### config.mk
export PLATFORM = sky130hd
export DESIGN_NAME = pp_pix_rd_drain
export DESIGN_NICKNAME = d
export VERILOG_FILES = /design/src/rtl/pp_pix_rd_drain.sv
export SDC_FILE = /design/constraint.sdc
export NUM_CORES = 1
export LEC_CHECK = 0
export CAP_MARGIN = 10
export CORE_AREA = 10 10 401 403
export DETAILED_ROUTE_END_ITERATION = 7
export DIE_AREA = 0 0 411 413
export GPL_TIMING_DRIVEN = 0
export PLACE_DENSITY_LB_ADDON = 0.05
export SLEW_MARGIN = 20
export SYNTH_ARGS = -nofsm -noshare
export SYNTH_HDL_FRONTEND = slang
export SYNTH_SLANG_ARGS = --single-unit
### constraint.sdc
create_clock -name clk_i -period 2.3 [get_ports clk_i]
set_clock_uncertainty 0.2 [all_clocks]
set_input_delay 0.345 -clock clk_i [delete_from_list [all_inputs] [get_ports clk_i]]
set_output_delay 0.345 -clock clk_i [all_outputs]
set_load 0.02 [all_outputs]
### src/rtl/pp_pix_rd_drain.sv
// Read-side engine of the pixel ping-pong RAM: reads one filled buffer and streams it out
// through a 2-entry FIFO with sof/eof tags. Optional frame counter: PP_PIX_RD_FRAME_CNT_EN.
module pp_pix_rd_drain #(
  parameter int VA = 500,
  parameter int AW = 9,
  parameter int DW = 509
) (
  input  logic          clk_i,
  input  logic          resetz_i,
  input  logic          enable_i,
  input  logic          pp_ram_empty_i,
  output logic          pp_ram_rd_done_o,
  output logic [AW-1:0] pix_raddr_o,
  output logic          pix_rd_o,
  input  logic [DW-1:0] pix_rdata_i,
  output logic          out_valid_o,
  input  logic          out_ready_i,
  output logic [DW-1:0] out_data_o,
  output logic          out_sof_o,
  output logic          out_eof_o,
  output logic          busy_o,
  output logic [15:0]   frame_cnt_o
);

  typedef enum logic [2:0] {IDLE, READ, DRAIN, DONE, SETTLE} state_t;

  state_t          state_q, state_d;
  logic [AW-1:0]   addr_q, addr_d;
  logic            rd_q;
  logic            tag_sof_q, tag_eof_q;
  logic [DW+1:0]   fifo_q [2];
  logic            wr_ptr_q, rd_ptr_q;
  logic [1:0]      occ_q;
  logic            pop, push, last_addr;
  logic [2:0]      demand;

  assign last_addr        = (addr_q == AW'(VA - 1));
  assign out_valid_o      = (occ_q != 2'd0);
  assign pop              = out_valid_o & out_ready_i;
  assign push             = rd_q;
  assign {out_data_o, out_sof_o, out_eof_o} = fifo_q[rd_ptr_q];
  assign demand           = {1'b0, occ_q} + {2'b0, rd_q};
  assign pp_ram_rd_done_o = (state_q == DONE);
  assign busy_o           = (state_q != IDLE);
  assign pix_raddr_o      = addr_q;

  // A read is only issued when its word is guaranteed a FIFO slot on arrival.
  always_comb begin
    state_d  = state_q;
    addr_d   = addr_q;
    pix_rd_o = 1'b0;
    case (state_q)
      IDLE: begin
        if (enable_i && !pp_ram_empty_i) begin
          state_d = READ;
          addr_d  = '0;
        end
      end
      READ: begin
        if (demand < (3'd2 + {2'b0, pop})) begin
          pix_rd_o = 1'b1;
          if (last_addr) state_d = DRAIN;
          else           addr_d  = addr_q + AW'(1);
        end
      end
      DRAIN:   state_d = DONE;
      DONE:    state_d = SETTLE;
      SETTLE:  state_d = IDLE;
      default: state_d = IDLE;
    endcase
  end

  always_ff @(posedge clk_i or negedge resetz_i) begin
    if (!resetz_i) begin
      state_q   <= IDLE;
      addr_q    <= '0;
      rd_q      <= 1'b0;
      tag_sof_q <= 1'b0;
      tag_eof_q <= 1'b0;
      fifo_q[0] <= '0;
      fifo_q[1] <= '0;
      wr_ptr_q  <= 1'b0;
      rd_ptr_q  <= 1'b0;
      occ_q     <= 2'd0;
    end else begin
      state_q <= state_d;
      addr_q  <= addr_d;
      rd_q    <= pix_rd_o;
      if (pix_rd_o) begin
        tag_sof_q <= (addr_q == '0);
        tag_eof_q <= last_addr;
      end
      if (push) begin
        fifo_q[wr_ptr_q] <= {pix_rdata_i, tag_sof_q, tag_eof_q};
        wr_ptr_q         <= ~wr_ptr_q;
      end
      if (pop) rd_ptr_q <= ~rd_ptr_q;
      occ_q <= occ_q + {1'b0, push} - {1'b0, pop};
    end
  end

`ifdef PP_PIX_RD_FRAME_CNT_EN
  logic [15:0] frame_cnt_q;

  always_ff @(posedge clk_i or negedge resetz_i) begin
    if (!resetz_i)              frame_cnt_q <= 16'd0;
    else if (pp_ram_rd_done_o)  frame_cnt_q <= frame_cnt_q + 16'd1;
  end

  assign frame_cnt_o = frame_cnt_q;
`else
  assign frame_cnt_o = 16'd0;
`endif

endmodule

==> results.yml, run 1 <==
floorplanning:
  die_area_um2: 170000
  rows: 144
  start_util_pct: 29.4
  io_pins: 1054
  die_h_um: 413
  core_um2: 153000
  die_width_um: 411
detailed_routing:
  wl_per_cell_um: 25.3
  drc: 0
  ant_nets: 0
  dr.first_iter.drc_count: 1022
  avgViaCountPerCell: 4.52
  first_pass_iters: 4
  wirelength_um: 168000
  vias: 30064
placement:
  dp_hpwl_um: 128000
  place_area_um2: 58300
  dp_cells: 5958
  port_buffers: 1037
  gp_congestion: 0.781
  place_ws_ps: -1820
timing:
  rsz0062_at_grt: "yes"
  post-route-period-util_pct: 131
  setup_slack_ps: -711
  final.setup.tns_ps: -548960
  maxSlewViolCount: 0
  fmaxAchievable_mhz: 332
  setup_viol: 1844
  final.min_clock_period_ps: 3010
  slew_headroom_pct: 37.5
  hold_viol: 0
  worst_slew_pin_slew_ps: 937
logic_synthesis:
  synth_area_leaders: "dfrtp_1, mux2_2, buf_2"
  async_flop_share_pct: 100
  synth_edf_count: 0
  yosysMostFrequentCell: "mux2_2"
  ys_seq_elements: 1041
  netlist_area_um2: 45000
  ys_types: 49
  yosys.area.top_type: "dfrtp_1"
  synth_commonest_cells: "mux2_2, dfrtp_1, buf_2"
  yosysSeqAreaShare_pct: 57.8
  synth_area_per_cell_um2: 15.8
  ys.flop_type: "dfrtp_1"
  synth_cells: 2853
  synth_top_area_share_pct: 57.8
  synth_warnings: 0
clock_tree:
  cts.sinks: 1041
  cts_buffers: 130
  path_clk_slew_ps: 60
  htreeDepth: 4
  clk_path_buf_depth: 3
  clkLatencyLatePin_ps: 740
  cts_tree: "built"
  root_buffer: "clkbuf_16"
grt:
  grt_start_max_net_pins: 132
  track_usage_pct: 19.2
  overflow: 0
  antenna_found_initial: 57
  grt_pass1_vias: 33161
  grt_first_pass_wirelength_um: 240000
worst_hold_path:
  min_from: "pix_rdata_i[194]"
  min_path_type: "input port to flip-flop"
final_layout:
  final_area_um2: 66700
  fin_util_pct: 43.6
  drive_gt1_share_pct: 47.4
  areaGrowthSynthToFinish_pct: 48.2
  finalNonFillerCells: 6647
  fin_nets: 5006
power_and_ir_drop:
  irDropWorstVdd_mv: 0.727
  cellLeakagePower_nw: 28.2
  combPwrFrac_pct: 52.5
  netSwitchingPower_mw: 42.1
  clkPwrFrac_pct: 18.2
  swShare_pct: 38.4
  internal_power_mw: 67.4
  powerDensity_nw_per_um2: 1640
  seq_power_share_pct: 29.3
setup_path:
  r2r-start: "push$_DFF_PN0_"
  path_max_fanout: 10
  cp_data_required_time_ps: 1750
  crit_type: "flip-flop to primary output"
  rrSetupSlack_ps: -330
  critical_path.startpoint: "rd_ptr_q$_DFFE_PN0P_"
  slowest_stage: "dfrtp_4"
  crit_chain: "buf_4 -> clkbuf_16 -> buf_6 -> mux2_2 -> dlygate4sd2_1"
  arrival_ps: 2470
  cp-start-kind: "flip-flop"
  crit_path_max_incr_delay_ps: 440
  endpoint_kind: "primary output"
flow_run:
  maxCapViolations: 0
outcome:
  violations: "negative setup slack"
  status: "complete, but fails checks"
## state kept, by name, summed over array words and instances, names as in the netlist
name,count
fifo_q,1022
pix_raddr_o,9
state_q,3
occ_q,2
push,1
rd_ptr_q,1
tag_eof_q,1
tag_sof_q,1
wr_ptr_q,1
## final timing paths
kind                                                 to  depth (start not counted)
worst max-delay path                     out_data_o[57]                          5
worst min-delay path            fifo_q[196]$_DFFE_PN0P_                          2
worst max register to register  fifo_q[101]$_DFFE_PN0P_                          4
worst min register to register   state_q[1]$_DFFE_PN0P_                          1
max in group asynchronous       fifo_q[973]$_DFFE_PN0P_                          9
min in group asynchronous        fifo_q[80]$_DFFE_PN0P_                          6
## logic make-up after synthesis
group / synth area share (%)
buf+inv: 2.47
mux: 38.4
xor+xnor: 0.0778
other cells: 0.00832
flops: 57.8
simple gates: 0.597
compound gates: 0.411
fa+ha+maj: 0.167
## metal layers
metal / global-route usage (%) / up-vias / wire (µm)
li1: - / 13563 / -
met1: 22.3 / 15366 / 66100
met2: 32.5 / 807 / 82800
met3: 7.22 / 278 / 14000
met4: 5.99 / 50 / 5130
met5: 0 / - / 330
## layout by cell type (no fill, tap or decap), types with 3 or more instances in the layout
cell type        synthesis  routed
a21oi_1                  3       3
a31oi_1                  3       3
buf_12                   0       6
buf_16                   0      15
buf_2                  107      98
buf_4                   66      93
buf_6                    0      30
buf_8                    0      14
clkbuf_1                14      44
clkbuf_16                0     141
clkbuf_2                 0      67
clkbuf_8                 0      29
clkdlybuf4s15_2          0      98
clkdlybuf4s50_1          0     524
clkinv_2                 0      16
conb_1                   1      16
dfrtp_1               1041    1037
dfrtp_2                  0       3
diode_2                  0      24
dlygate4sd2_1            0     299
dlygate4sd3_1            0     414
ha_1                     6       4
inv_1                    6       5
mux2_2                1535    1530
mux2_4                   0       5
mux2i_1                  3       3
nand2_1                  6       5
nand3_1                  4       4
nor2_1                   6       6
nor2b_1                  3       3
o21a_1                   3       3
xnor2_1                  3       3
## final cells by class
| cell class | count | area, µm² |
|---|---|---|
| diodes | 24 | 60.1 |
| plain buffers | 188 | 1580 |
| clock buffers | 201 | 3910 |
| clock inverters | 24 | 205 |
| fillers | 14150 | 86200 |
| inverters | 6 | 22.5 |
| multi-input cells | 1632 | 18000 |
| flip-flops and latches | 1041 | 26100 |
| well taps | 2044 | 2560 |
| repair buffers | 1487 | 14300 |
## repair_timing
action / in CTS / in global routing
hold endpoints to repair: 1162 / 178
cloned: 0 / 3
hold buffers: 418 / 2
gates resized for setup: 951 / 226
buffers inserted: 2 / 17
setup endpoints to repair: 1526 / 2141
pin swaps: 0 / 3
## worst max-delay path: cells and delay by family, from the launching register on
| family | cells | cell delay, ps |
|---|---|---|
| multiplexers | 1 | 370 |
| flip-flops | 1 | 440 |
| buffers and inverters | 4 | 900 |
## metrics by stage
stage          total power, mW  hold slack (ps)
6_report                   109             50.1
5_1_grt                    116             5.66
4_1_cts                    112           0.0726
3_5_place_dp              93.8             30.2
3_3_place_gp              93.7              280
2_1_floorplan             66.5             -151
## power groups by stage
| stage | clock [mW] | sequential (mW) | combinational [mW] |
|---|---|---|---|
| after floorplan | 0 | 31.0 | 35.5 |
| after global placement | 0 | 32.6 | 61.1 |
| after detailed placement | 0 | 32.3 | 61.5 |
| after CTS | 20.7 | 32.0 | 58.8 |
| after global routing | 21.4 | 33.3 | 61.2 |
| final | 19.9 | 32.0 | 57.5 |
Note: power is estimated with default switching activity, not from simulation.
==> run 2, diff against run 1 <==
--- a/config.mk
+++ b/config.mk
@@ -6,9 +6,9 @@
 export NUM_CORES = 1
 export LEC_CHECK = 0
 export CAP_MARGIN = 10
-export CORE_AREA = 10 10 401 403
+export CORE_AREA = 2 2 416 418
 export DETAILED_ROUTE_END_ITERATION = 7
-export DIE_AREA = 0 0 411 413
+export DIE_AREA = 0 0 418 420
 export GPL_TIMING_DRIVEN = 0
 export PLACE_DENSITY_LB_ADDON = 0.05
 export SLEW_MARGIN = 20
==> results.yml, run 2 (synthesis gave the netlist of run 1 again) <==
final_layout:
  drive_gt1_share_pct: 47.3
  fin_nets: 5099
  regMostFlops: "fifo_q"
  fillCellCount: 16393
  finalNonFillerCells: 6933
  final_cell_mix: "mux2_2, dfrtp_1, clkdlybuf4s50_1"
  largest_reg_flops: 1022
  fin_util_pct: 39.9
  areaGrowthSynthToFinish_pct: 51.6
  final_common_cell: "mux2_2"
floorplanning:
  core_um2: 171000
  die_width_um: 418
  rows: 152
  die_area_um2: 176000
  die_h_um: 420
  start_util_pct: 26.3
  io_pins: 1054
timing:
  fmaxAchievable_mhz: 330
  final.min_clock_period_ps: 3030
  setup_viol: 1512
  setup_slack_ps: -726
  post-route-period-util_pct: 132
  worst_slew_pin_slew_ps: 964
  hold_viol: 501
  maxSlewViolCount: 0
  rsz0062_at_grt: "yes"
  holdWs_ps: -727
  slew_headroom_pct: 35.7
detailed_routing:
  wl_met1_um: 61200
  avgViaCountPerCell: 4.35
  ant_nets: 0
  route.met2.wl_um: 82700
  wirelength_um: 160000
  wl_met3_um: 9380
  vias: 30161
  first_pass_iters: 4
  top_layer_used: "met5"
  drc: 0
  dr.first_iter.drc_count: 906
  wl_per_cell_um: 23.0
outcome:
  status: "complete, but fails checks"
  violations: "negative hold slack, negative setup slack"
clock_tree:
  htreeDepth: 4
  ctsHoldBuffers: 499
  cts_buffers: 136
  cts.sinks: 1041
  clk_path_buf_depth: 3
  root_buffer: "clkbuf_16"
  clkLatencyLatePin_ps: 770
  path_clk_slew_ps: 50
  cts_tree: "built"
placement:
  gp_congestion: 0.768
  port_buffers: 1037
  dp_cells: 6147
  dp_hpwl_um: 118000
setup_path:
  cp-start-kind: "flip-flop"
  cp_top_family: "buffers and inverters"
  r2r-start: "push$_DFF_PN0_"
  crit_type: "flip-flop to primary output"
  rrSetupSlack_ps: -640
  crit_path_max_incr_delay_ps: 420
  crit_chain: "buf_12 -> clkbuf_16 -> buf_6 -> mux2_2 -> clkdlybuf4s15_2"
  cp.buffers_inverters: 4
  reg2regPathDepth: 4
  slowest_stage: "dfrtp_4"
  endpoint_kind: "primary output"
  reg2reg_to: "fifo_q[340]$_DFFE_PN0P_"
  cp_data_required_time_ps: 1750
  path_max_fanout: 10
  arrival_ps: 2480
grt:
  grt_pass1_vias: 32999
  track_usage_pct: 17.9
  overflow: 0
  antenna_found_initial: 37
  grt_start_max_net_pins: 131
  grt_first_pass_wirelength_um: 231000
power_and_ir_drop:
  cellLeakagePower_nw: 28.8
  irDropWorstVdd_mv: 0.773
  power.total_mw: 111
  powerDensity_nw_per_um2: 1630
worst_hold_path:
  min_path_type: "input port to asynchronous set/reset pin"
flow_run:
  maxCapViolations: 0
## run 2: changes by cell type in the layout (fill, tap and decap cells not counted), moves of 8 or more
cell and delta:
inv_6 +8, buf_12 +14, dlygate4sd3_1 +85, dlygate4sd2_1 -27, buf_2 -9, buf_4 +25, buf_6 +20, clkdlybuf4s15_2 +12
clkbuf_2 -21
## run 2: timing repair
action	CTS	global route
cloned	2	0
endpoints found under the setup margin	1671	1671
pin swaps	0	2
setup buffers	14	14
hold endpoints to repair	1499	466
gates resized for setup	1104	281
## run 2: cell type report
cell class                      count  area (µm²)  share of cell area, %
Antenna cell                       17        42.5                 0.0623
Buffer                            188        1690                   2.48
Clock buffer                      212        4080                   5.98
Clock inverter                     30         299                  0.438
Inverter                            6        22.5                 0.0330
Multi-Input combinational cell   1632       18000                   26.4
Sequential cell                  1041       26100                   38.2
Tap cell                         2233        2790                   4.09
Timing Repair Buffer             1574       15300                   22.4
## run 2: power by group
part	internal, mW	switching (mW)
registers	27.9	4.17
clock network	12.6	8.48
logic	28.7	29.1
total	69.2	41.8
## run 2: through the flow
stage	setup slack [ps]	TNS [ps]	area [µm²]	hold slack, ps
2_1_floorplan	342	0	45100	-151
3_3_place_gp	-52900	-	58300	280
3_5_place_dp	-1930	-1469300	58500	93.1
4_1_cts	-860	-931590	68200	-766
5_1_grt	-845	-1012060	68200	-754
6_report	-726	-751030	68300	-727
## run 2: layer usage
metal	vias to the layer above	track usage, %
met3	287	5.20
met5	-	0
met4	16	6.64
li1	13758	-
met2	744	32.0
met1	15356	20.0
## run 2: worst reg2reg max path: stages (launching register included)
cell      delay (ps)
dfrtp_1          430
nand2_1          550
clkbuf_1         800
buf_2            440
mux2_2           390
## run 2: worst max-delay path by stage
| stage | from | end | slack, ps | cells past startpoint |
|---|---|---|---|---|
| 5_1_grt | rd_ptr_q$_DFFE_PN0P_ | out_data_o[107] | -850 | 5 |
| 3_5_place_dp | rd_ptr_q$_DFFE_PN0P_ | out_data_o[412] | -1930 | 5 |
| 2_1_floorplan | rd_ptr_q$_DFFE_PN0P_ | out_data_o[419] | 340 | 4 |
| 4_1_cts | rd_ptr_q$_DFFE_PN0P_ | out_data_o[309] | -860 | 5 |
| 6_report | rd_ptr_q$_DFFE_PN0P_ | out_data_o[107] | -730 | 5 |
| 3_3_place_gp | resetz_i | fifo_q[705]$_DFFE_PN0P_ | -52900 | 1 |
==> run 3, diff against run 2 <==
--- a/config.mk
+++ b/config.mk
@@ -10,6 +10,7 @@
 export DETAILED_ROUTE_END_ITERATION = 7
 export DIE_AREA = 0 0 418 420
 export GPL_TIMING_DRIVEN = 0
+export MAX_ROUTING_LAYER = met4
 export PLACE_DENSITY_LB_ADDON = 0.05
 export SLEW_MARGIN = 20
 export SYNTH_ARGS = -nofsm -noshare
==> results.yml, run 3 (synthesis gave the netlist of run 1 again) <==
timing:
  slew_headroom_pct: 37.8
  final.min_clock_period_ps: 3020
  post-route-period-util_pct: 131
  fmaxAchievable_mhz: 331
  holdWs_ps: -722
  maxSlewViolCount: 0
  setup_viol: 1546
  setup_slack_ps: -722
  rsz0062_at_grt: "yes"
  worst_slew_pin_slew_ps: 933
  hold_viol: 501
power_and_ir_drop:
  power.total_mw: 111
  combPwrFrac_pct: 52.1
  internal_power_mw: 69.1
  seq_power_share_pct: 28.9
  netSwitchingPower_mw: 41.7
  clkPwrFrac_pct: 19.0
  irDropWorstVdd_mv: 0.773
  swShare_pct: 37.7
  powerDensity_nw_per_um2: 1620
  cellLeakagePower_nw: 28.7
setup_path:
  reg2regPathDepth: 4
  path_max_fanout: 10
  endpoint_kind: "primary output"
  critical_path.startpoint: "rd_ptr_q$_DFFE_PN0P_"
  reg2reg_to: "fifo_q[340]$_DFFE_PN0P_"
  arrival_ps: 2480
  cp_data_required_time_ps: 1750
  cp-start-kind: "flip-flop"
  r2r-start: "push$_DFF_PN0_"
  endpoint: "out_data_o[283]"
  crit_type: "flip-flop to primary output"
  rrSetupSlack_ps: -620
placement:
  place_ws_ps: -1930
  gp_congestion: 0.778
  port_buffers: 1037
  dp_hpwl_um: 118000
final_layout:
  final_common_cell: "mux2_2"
  regMostFlops: "fifo_q"
  fin_nets: 5097
  largest_reg_flops: 1022
  areaGrowthSynthToFinish_pct: 51.5
  drive_gt1_share_pct: 47.1
  final_cell_mix: "mux2_2, dfrtp_1, clkdlybuf4s50_1"
grt:
  overflow: 0
  track_usage_pct: 18.4
  grt_start_max_net_pins: 131
  grt_first_pass_wirelength_um: 230000
  grt_pass1_vias: 33085
  antenna_found_initial: 45
clock_tree:
  cts.sinks: 1041
  cts_tree: "built"
  clk_path_buf_depth: 3
  clkLatencyLatePin_ps: 770
  path_clk_slew_ps: 50
  ctsHoldBuffers: 499
  htreeDepth: 4
  cts_buffers: 136
  root_buffer: "clkbuf_16"
floorplanning:
  die_area_um2: 176000
  die_width_um: 418
  start_util_pct: 26.3
  core_um2: 171000
  rows: 152
  die_h_um: 420
  io_pins: 1054
outcome:
  violations: "negative hold slack, negative setup slack"
  status: "complete, but fails checks"
detailed_routing:
  ant_nets: 0
  wl_per_cell_um: 23.0
  drc: 0
  first_pass_iters: 4
  wirelength_um: 160000
  dr.first_iter.drc_count: 947
  avgViaCountPerCell: 4.34
  vias: 30146
flow_run:
  maxCapViolations: 0
worst_hold_path:
  min_path_type: "input port to asynchronous set/reset pin"
run 3: how the worst min path moves through the flow:
stage                             from                 endpoint  cells past startpoint
6_report                      resetz_i  fifo_q[553]$_DFFE_PN0P_                      1
5_1_grt                       resetz_i   fifo_q[42]$_DFFE_PN0P_                      1
4_1_cts                       resetz_i  fifo_q[553]$_DFFE_PN0P_                      1
3_5_place_dp                  resetz_i   fifo_q[42]$_DFFE_PN0P_                      1
3_3_place_gp   fifo_q[345]$_DFFE_PN0P_  fifo_q[345]$_DFFE_PN0P_                      1
2_1_floorplan                 resetz_i    fifo_q[0]$_DFFE_PN0P_                      0
run 3: per-layer routing:
layer	global-route usage, %	part of all wire (%)	routed length, µm
met4	6.70	4.0	6440
met5	-	0	0
met1	20.1	38	61300
met2	32.0	52	83000
met3	5.00	5.7	9040
run 3: metrics by stage:
step | cell area, µm² | cells | utilization [%] | hold WS (ps) | TNS (ps)
2_1_floorplan | 45100 | 2868 | - | -151 | 0
3_3_place_gp | 58300 | 6138 | 34.1 | 280 | -
3_5_place_dp | 58500 | 6147 | 34.2 | 93.1 | -1469300
4_1_cts | 68200 | 6903 | 39.9 | -766 | -931590
5_1_grt | 68200 | 6937 | 39.9 | -751 | -1008400
6_report | 68300 | 6945 | 39.9 | -722 | -759320
run 3: critical path, stage by stage (launching register included):
cell and delay, ps:
dfrtp_4 420, buf_12 160, clkbuf_16 220, buf_6 190, mux2_2 350, dlygate4sd2_1 340
run 3: cell type report:
| cell class | count | area (µm²) |
|---|---|---|
| fill | 16381 | 103000 |
| sequential | 1041 | 26100 |
| multi-input combinational | 1632 | 18000 |
| timing repair buffer | 1572 | 15300 |
| clock buffer | 212 | 4080 |
| tap | 2233 | 2790 |
| buffer | 188 | 1670 |
| clock inverter | 30 | 299 |
| antenna | 31 | 77.6 |
| inverter | 6 | 22.5 |
run 3: timing repair:
| action | in CTS | in global routing |
|---|---|---|
| buffers inserted | 14 | 12 |
| endpoints found under the setup margin | 1671 | 1671 |
| gates resized for setup | 1104 | 252 |
| cloned | 2 | 0 |
| endpoints found under the hold margin | 1499 | 458 |
| pin swaps | 0 | 2 |
run 3: power groups by stage:
stage | registers [mW] | clock network [mW] | logic (mW)
floorplan | 31.0 | 0 | 35.5
global placement | 32.7 | 0 | 60.1
detailed placement | 32.3 | 0 | 60.5
CTS | 32.1 | 22.0 | 58.8
global route | 33.3 | 22.7 | 61.2
finish | 32.0 | 21.1 | 57.7
